## src/rtl/fetch_ctrl_pkg.sv

```systemverilog
// fetch_ctrl_pkg
// Shared definitions for the fetch/control front end of the 9-bit core:
//   - ALU command codes driven on ALUOp
//   - instruction group codes (mach_code[8:7]) and R-type sub-ops (mach_code[6:4])
//   - the 16-entry branch-target table (entry k holds 4*k)
//   - ctrl_t, the bundle of decoder outputs, and its default value
package fetch_ctrl_pkg;

    // ALU commands
    localparam logic [3:0] ALU_ADD = 4'b0000;
    localparam logic [3:0] ALU_SUB = 4'b0001;
    localparam logic [3:0] ALU_AND = 4'b0010;
    localparam logic [3:0] ALU_XOR = 4'b0011;
    localparam logic [3:0] ALU_LSL = 4'b0100;
    localparam logic [3:0] ALU_LSR = 4'b0101;

    // Instruction groups, mach_code[8:7]
    localparam logic [1:0] GRP_R    = 2'b00;
    localparam logic [1:0] GRP_MOVI = 2'b01;
    localparam logic [1:0] GRP_LB   = 2'b10;
    localparam logic [1:0] GRP_SB   = 2'b11;

    // R-type sub-ops, mach_code[6:4]
    localparam logic [2:0] SUB_ADD  = 3'b000;
    localparam logic [2:0] SUB_SUB  = 3'b001;
    localparam logic [2:0] SUB_AND  = 3'b010;
    localparam logic [2:0] SUB_XOR  = 3'b011;
    localparam logic [2:0] SUB_LSL  = 3'b100;
    localparam logic [2:0] SUB_LSR  = 3'b101;
    localparam logic [2:0] SUB_ADDI = 3'b110;
    localparam logic [2:0] SUB_BR   = 3'b111;

    // Branch-target table: entry k = 4*k (12 bits, resized to the PC width by the user)
    localparam logic [11:0] LUT_TARGETS [16] = '{
        12'd0,  12'd4,  12'd8,  12'd12,
        12'd16, 12'd20, 12'd24, 12'd28,
        12'd32, 12'd36, 12'd40, 12'd44,
        12'd48, 12'd52, 12'd56, 12'd60
    };

    // Decoder output bundle
    typedef struct packed {
        logic [1:0] inst_type;   // bit1 = I-type register fields, bit0 = immediate write data
        logic       branch_inst;
        logic       mem_read;
        logic       mem_write;
        logic       alu_src;     // 1 = register B, 0 = immediate
        logic       reg_write;
        logic       mem_to_reg;
        logic [3:0] alu_op;
    } ctrl_t;

    localparam ctrl_t CTRL_DEFAULT = '{
        inst_type:   2'b00,
        branch_inst: 1'b0,
        mem_read:    1'b0,
        mem_write:   1'b0,
        alu_src:     1'b1,
        reg_write:   1'b0,
        mem_to_reg:  1'b0,
        alu_op:      ALU_ADD
    };

endpackage

```

## src/rtl/fetch_ctrl_decode.sv

```systemverilog
// fetch_ctrl_decode
// Purely combinational main decoder. Zero latency, no clock or reset, so its
// outputs are valid at all times including while the PC is held in reset.
// Ports:
//   op_bits  in  5        mach_code[8:4]: group in [4:3], R-type sub-op in [2:0]
//   ctrl     out ctrl_t   decoded datapath controls
module fetch_ctrl_decode
    import fetch_ctrl_pkg::*;
(
    input  logic [4:0] op_bits,
    output ctrl_t      ctrl
);

    logic [1:0] grp;
    logic [2:0] sub_op;

    assign grp    = op_bits[4:3];
    assign sub_op = op_bits[2:0];

    always_comb begin
        ctrl = CTRL_DEFAULT;
        case (grp)
            GRP_MOVI: begin
                ctrl.inst_type = 2'b11;
                ctrl.reg_write = 1'b1;
            end
            GRP_LB: begin
                ctrl.inst_type  = 2'b10;
                ctrl.mem_read   = 1'b1;
                ctrl.mem_to_reg = 1'b1;
                ctrl.reg_write  = 1'b1;
                ctrl.alu_src    = 1'b0;
                ctrl.alu_op     = ALU_ADD;
            end
            GRP_SB: begin
                ctrl.inst_type = 2'b10;
                ctrl.mem_write = 1'b1;
                ctrl.alu_src   = 1'b0;
                ctrl.alu_op    = ALU_ADD;
            end
            default: begin
                // R-type: everything except BR writes the register file
                ctrl.inst_type = 2'b00;
                ctrl.reg_write = 1'b1;
                case (sub_op)
                    SUB_ADD:  ctrl.alu_op = ALU_ADD;
                    SUB_SUB:  ctrl.alu_op = ALU_SUB;
                    SUB_AND:  ctrl.alu_op = ALU_AND;
                    SUB_XOR:  ctrl.alu_op = ALU_XOR;
                    SUB_LSL:  ctrl.alu_op = ALU_LSL;
                    SUB_LSR:  ctrl.alu_op = ALU_LSR;
                    SUB_ADDI: begin
                        ctrl.alu_op  = ALU_ADD;
                        ctrl.alu_src = 1'b0;
                    end
                    default: begin
                        // BR compares via subtract; no register write
                        ctrl.alu_op      = ALU_SUB;
                        ctrl.branch_inst = 1'b1;
                        ctrl.reg_write   = 1'b0;
                    end
                endcase
            end
        endcase
    end

endmodule

```

## src/rtl/fetch_ctrl_unit.sv

```systemverilog
// fetch_ctrl_unit
// Front end of the 9-bit single-cycle core: program counter, 16-entry
// branch-target table and the main decoder (fetch_ctrl_decode).
// Optional macro REL_JUMP_EN: when defined, a taken BR with mach_code[3] = 1
// jumps PC-relative by sign-extended mach_code[2:0]; otherwise (and always
// when undefined) a taken branch loads the table target.
// Ports:
//   clk          in   1   rising-edge clock
//   reset        in   1   asynchronous active-low reset (PC -> 0)
//   mach_code    in   9   current instruction from ROM
//   branch_cond  in   1   registered "one" flag from the ALU
//   prog_ctr     out  D   current PC
//   target       out  D   table target for mach_code[3:0]
//   InstType     out  2   bit1 = I-type register fields, bit0 = immediate data
//   BranchInst   out  1   branch instruction
//   MemRead      out  1   load
//   MemWrite     out  1   store
//   ALUSrc       out  1   1 = register B, 0 = immediate
//   RegWrite     out  1   register-file write enable
//   MemtoReg     out  1   memory data / rt write-address select
//   ALUOp        out  A   ALU command
//   done         out  1   prog_ctr == DONE_PC; PC freezes there
module fetch_ctrl_unit
    import fetch_ctrl_pkg::*;
#(
    parameter int D       = 12,
    parameter int A       = 4,
    parameter int DONE_PC = 50
) (
    input  logic         clk,
    input  logic         reset,
    input  logic [8:0]   mach_code,
    input  logic         branch_cond,
    output logic [D-1:0] prog_ctr,
    output logic [D-1:0] target,
    output logic [1:0]   InstType,
    output logic         BranchInst,
    output logic         MemRead,
    output logic         MemWrite,
    output logic         ALUSrc,
    output logic         RegWrite,
    output logic         MemtoReg,
    output logic [A-1:0] ALUOp,
    output logic         done
);

    ctrl_t        ctrl;
    logic [D-1:0] prog_ctr_q;
    logic [D-1:0] prog_ctr_d;

    fetch_ctrl_decode u_decode (
        .op_bits (mach_code[8:4]),
        .ctrl    (ctrl)
    );

    assign InstType   = ctrl.inst_type;
    assign BranchInst = ctrl.branch_inst;
    assign MemRead    = ctrl.mem_read;
    assign MemWrite   = ctrl.mem_write;
    assign ALUSrc     = ctrl.alu_src;
    assign RegWrite   = ctrl.reg_write;
    assign MemtoReg   = ctrl.mem_to_reg;
    assign ALUOp      = A'(ctrl.alu_op);

    assign target   = D'(LUT_TARGETS[mach_code[3:0]]);
    assign prog_ctr = prog_ctr_q;
    assign done     = (prog_ctr_q == D'(DONE_PC));

`ifdef REL_JUMP_EN
    logic [D-1:0] rel_offset;
    assign rel_offset = {{(D-3){mach_code[2]}}, mach_code[2:0]};
`endif

    // Halt beats branch beats increment. Increment wraps naturally at 2^D.
    always_comb begin
        prog_ctr_d = prog_ctr_q + D'(1);
        if (done) begin
            prog_ctr_d = prog_ctr_q;
        end else if (ctrl.branch_inst && branch_cond) begin
`ifdef REL_JUMP_EN
            if (mach_code[3]) begin
                prog_ctr_d = prog_ctr_q + rel_offset;
            end else begin
                prog_ctr_d = target;
            end
`else
            prog_ctr_d = target;
`endif
        end
    end

    always_ff @(posedge clk or negedge reset) begin
        if (!reset) begin
            prog_ctr_q <= '0;
        end else begin
            prog_ctr_q <= prog_ctr_d;
        end
    end

endmodule

```

## config.mk

```make
export PLATFORM = sky130hd
export DESIGN_NAME = fetch_ctrl_unit
export DESIGN_NICKNAME = d
export VERILOG_FILES = /design/src/rtl/fetch_ctrl_pkg.sv /design/src/rtl/fetch_ctrl_decode.sv /design/src/rtl/fetch_ctrl_unit.sv
export SDC_FILE = /design/constraint.sdc
export NUM_CORES = 1
export LEC_CHECK = 0
export BUFFER_PORTS_ARGS = -buffer_cell sky130_fd_sc_hd__buf_2
export CAP_MARGIN = 20
export CORE_UTILIZATION = 40
export DETAILED_ROUTE_END_ITERATION = 7
export GPL_ROUTABILITY_DRIVEN = 0
export PLACE_DENSITY = 0.75
export SYNTH_ARGS = -nofsm -noshare
export SYNTH_HDL_FRONTEND = slang
export SYNTH_SLANG_ARGS = --single-unit
```

## constraint.sdc

```tcl
create_clock -name clk -period 1.34 [get_ports clk]
set_clock_uncertainty 0.05 [all_clocks]
set_input_delay 0.201 -clock clk [delete_from_list [all_inputs] [get_ports clk]]
set_output_delay 0.201 -clock clk [all_outputs]
set_load 0.01 [all_outputs]
```

Word level (Yosys, flattened, before mapping)
Memory sizes are Yosys's and may differ from the RTL's.
Index checks and enable logic that the tools add are counted.
{ "totals": {"regBits": 12, "rom_bits": 192, "inputBits": 12, "wordCells": 36, "memories": 1} }
{ "mem_list": {"columns": ["memory", "words", "word_bits", "read_ports", "rd_clocked_by_memory_dff", "wr", "line", "text"], "rows": [
  ["(name not given)", 16, 12, 1, 0, 0, "fetch_ctrl_unit.sv:65", "assign target = D'(LUT_TARGETS[mach_code[3:0]]);"]
]} }
{ "classes": {"add_sub_neg": 1, "n_lt_le_gt_ge": 1, "n_eq_ne": 10, "muxes": 14, "bitwise_logic": 1, "reduce_logical": 7} }
{ "ops": {"columns": ["operator", "count"], "rows": [
  ["$mux 12", 3],
  ["$pmux 3 s5", 1],
  ["$add 12x1->12 const B", 1],
  ["$eq 12x6->1 const B", 1],
  ["$eq 3x3->1 const B", 3],
  ["$reduce_or 7->1", 1],
  ["$eq 3x2->1 const B", 2],
  ["$mux 1", 6],
  ["$reduce_or 2->1", 3],
  ["$ge 5x5->1 const B", 1],
  ["$not 4->5", 1],
  ["$eq 2x2->1 const B", 2],
  ["$mux 4", 1],
  ["$pmux 1 s2", 2],
  ["$pmux 2 s2", 1],
  ["$eq 3x1->1 const B", 1],
  ["$logic_not 3->1", 1],
  ["$reduce_or 3->1", 1],
  ["$eq 2x1->1 const B", 1],
  ["$logic_and 1x1->1", 1]
]} }

Longest topological paths before layout
{ "logic_depth": {"word_depth": 6, "mapped_depth": 7, "depth_no_buf": 7} }

Modules after synthesis
Synthesis repeated with hierarchy kept, for this count alone.
{ "hier_totals": {"hier_cells": 102, "hier_area_um2": 939.7} }
{ "by_module_without_submodules": {"columns": ["module", "n_inst", "cells_per_inst", "area_per_inst_um2"], "rows": [
  ["fetch_ctrl_unit", 1, 82, 797.0],
  ["fetch_ctrl_decode", 1, 20, 142.6]
]} }

Worst setup path before layout
No wires, ideal clock.
{ "synth_path": {"path_type": "reg2reg", "startpoint": "register prog_ctr_q[0], in the netlist prog_ctr[0]", "endpoint": "register prog_ctr_q[5], in the netlist prog_ctr[5]", "arrival_ns": 1.271, "path_slack_ns": -0.100, "path_stages_with_launch": 8, "path_buffers": 0, "synth_period_minus_slack_ns": 1.440, "path_cell_list": "dfrtp_1 inv_1 ha_1 nor4b_2 nand4_2 clkinv_4 nor2_4 o21ai_2"} }
{ "synth_between": {"elab_cells_between_ends": 3, "cone_classes": "add/sub (1); eq/ne (1); mux (1)"} }
{ "synth_rtl": {"columns": ["element", "line", "text"], "rows": [
  ["from (decl)", "fetch_ctrl_unit.sv:48", "logic [D-1:0] prog_ctr_q;"],
  ["from (signal assigned)", "fetch_ctrl_unit.sv:96", "prog_ctr_q <= prog_ctr_d;"],
  ["$eq 12x6->1", "fetch_ctrl_unit.sv:67", "assign done = (prog_ctr_q == D'(DONE_PC));"],
  ["via done", "fetch_ctrl_unit.sv:44", "output logic done"]
]} }
The timed path passes the listed nets, and every way through them passes these cells.
A chain may end at the register's enable or synchronous reset.

Final worst setup path
{ "layout_path": {"startpoint": "register prog_ctr_q[0], in the netlist prog_ctr[0]", "endpoint": "output done"} }
{ "layout_between": {"elab_chain_len": 1} }
{ "layout_rtl": {"columns": ["element", "line"], "rows": [
  ["$eq 12x6->1", "fetch_ctrl_unit.sv:67"],
  ["to (decl)", "fetch_ctrl_unit.sv:44"]
]} }
No other way between the ends.

==> metrics.txt <==
Fmax=a little under 600 MHz; flops & latches, synth=12; Seq/Total Area, Yosys=about a third; synth warn=0; ANT cells=0; post-synthesis average cell area=~9.2 µm²; Max FO, Critical Path=2; CTS Buf Count=3; crit path kind=reg -> out; Initial DRC Count=5; Hold Crit Class=in -> reg; Root Driver=clkbuf_4; total power draw=roughly 2.3 mW; number of flops mapped to enable cells by yosys=0; vias in the first global route=about 900; vias=915; Tmin final=around 1700 ps; die width=approximately 50 µm; Setup crit start kind=flip-flop; Synth area leaders=dfrtp_1 (33%), buf_4 (11%), ha_1 (8.2%); post-synthesis cell type count=28; largest net degree at the start of global routing=13; RSZ-0062 raised after global routing=true; DP HPWL=around 1800 µm; All-Layer GR Usage=a little over a fifth; Port Buffer Count=39; H-tree Lvls=1; max reg flops=12; Max VDD drop=about 0.77 mV; Synth Cell Area=about 920 µm²; TritonCTS clock tree=yes; clock transition at the registers of the reported paths=80 ps; Commonest cells post-synth=buf_4 (14), nor2_1 (14), dfrtp_1 (12); final setup vio count=12; share of layout cells above drive strength 1=between 50 and 60%; fin crit share=126.4%; ys flop type=dfrtp_1; nets=180; Hold Vio Cnt, Final=0; Layout area overhead=56.97%; final cell count without fillers=~190; leakage power total=between 0.7 and 0.8 nW; outcome=finished, violations left; final wirelength=2537 µm; Syn Inst Count=100; GR Overflow Total=0; wire length per cell=around 13 µm; Clock Sinks=12; post-placement cell count=~180; DRC viols=0; post-route setup slack=-353.4 ps; first-pass GRT wire length=a little under 4000 µm; drt pass-1 iters=4; CTS max path bufs=2; Synth top area share=32.79%; number of max-cap violations=0; clk_lat worst skew=280 ps; I/O pin count=49; core box area=between 0.002 and 0.0025 mm²; Die H=approximately 50 µm; pwr dens=approximately 1600 mW/mm²; Setup crit end kind=output port; Initial Util=44.42%; CP required=around 1100 ps; Vias/cell=around 4.9; Crit path arrival time=approximately 1400 ps; Max Slew Vio Count=0; Die Area=0.002485 mm²; Async SR Flop Fraction=100.0%; row count=16; ANT nets after route=0; initial antenna violation count=0; Synth area leader=dfrtp_1; failing checks=setup timing
[per-layer routing]
metal  wire [µm]  share of wire [%]  vias to the layer above  GRT usage [%]
met4          35                1.4                        0          10.48
met1         919                 36                      442          21.54
li1            -                  -                      430              -
met2        1447                 57                       39          41.22
met5           0                  0                        -              0
met3         134                5.3                        4          4.321
[report_power, final]
part           total (mW)  leakage [nW]  switching (mW)  internal [mW]
logic                1.29         0.572           0.645          0.644
registers           0.664         0.145           0.156          0.507
clock network       0.298        0.0210           0.133          0.165
[through the flow]
step           util, %  setup slack, ps  setup TNS [ps]  hold WS [ps]  instance area, µm²
3_5_place_dp     59.71           -204.8           -2070         39.56                1231
4_1_cts          66.63           -388.2           -2224         95.74                1374
2_1_floorplan        -           -53.23          -346.5        -144.6               959.7
6_report         69.72           -353.4           -2417         103.6                1438
3_3_place_gp     59.71           -166.4           -1400         41.38                1231
5_1_grt          69.72           -434.9           -3314         112.0                1438
[final timing paths]
| kind | from | end | slack [ps] | cells after the start |
|---|---|---|---|---|
| setup / recovery | prog_ctr[0] | done | -350 | 6 |
| hold / removal | mach_code[2] | prog_ctr[4] | 100 | 3 |
| setup reg to reg | prog_ctr[0] | prog_ctr[5] | -260 | 8 |
| hold reg to reg | prog_ctr[0] | prog_ctr[0] | 580 | 2 |
| max in group asynchronous | reset | prog_ctr[1] | 730 | 2 |
| min in group asynchronous | reset | prog_ctr[10] | 270 | 2 |
[repair_timing]
action                                 4_1_cts  5_1_grt
setup endpoints to repair                   16       14
hold buffers                                 1        0
pin swaps                                    6        4
resized for setup                           14       16
cloned                                       0        0
endpoints found under the hold margin       12        0
buffers inserted                             6        2
[worst max-delay path: stages (launching register included)]
cell	delay, ps
dfrtp_2	410
inv_2	70
ha_4	110
nor4b_4	250
nand4_4	160
clkinv_4	80
buf_6	90
[kinds of logic after synthesis]
logic type | share of synthesized area [%]
simple gates | 27.18
buf+inv | 15.71
flops | 32.79
xor+xnor | 9.563
fa+ha+maj | 8.197
compound gates | 5.054
other cells | 0.4094
mux | 1.093
[layout make-up]
| class | instances | area (µm²) |
|---|---|---|
| Inverter | 9 | 38.79 |
| Tap cell | 27 | 33.78 |
| Multi-Input combinational cell | 73 | 618.1 |
| Timing Repair Buffer | 63 | 406.6 |
| Fill cell | 160 | 624.3 |
| Sequential cell | 12 | 304.0 |
| Clock buffer | 4 | 36.28 |
[cell usage in the layout (no fill, tap or decap), types with 2 or more instances in the layout]
cell and n:
buf_2 38, buf_4 18, nor2_1 14, conb_1 9
dfrtp_1 9, xnor2_1 7, inv_1 5, buf_6 5
ha_1 4, and2_1 3, inv_2 3, nand2_1 3
nand2_2 3, clkbuf_4 3, dfrtp_2 3, nor3_1 2
nand4_4 2, nand3_2 2, nand3_1 2, xor2_1 2
nor3_2 2, ha_4 2
No activity file was read; power rests on OpenSTA's default activity.
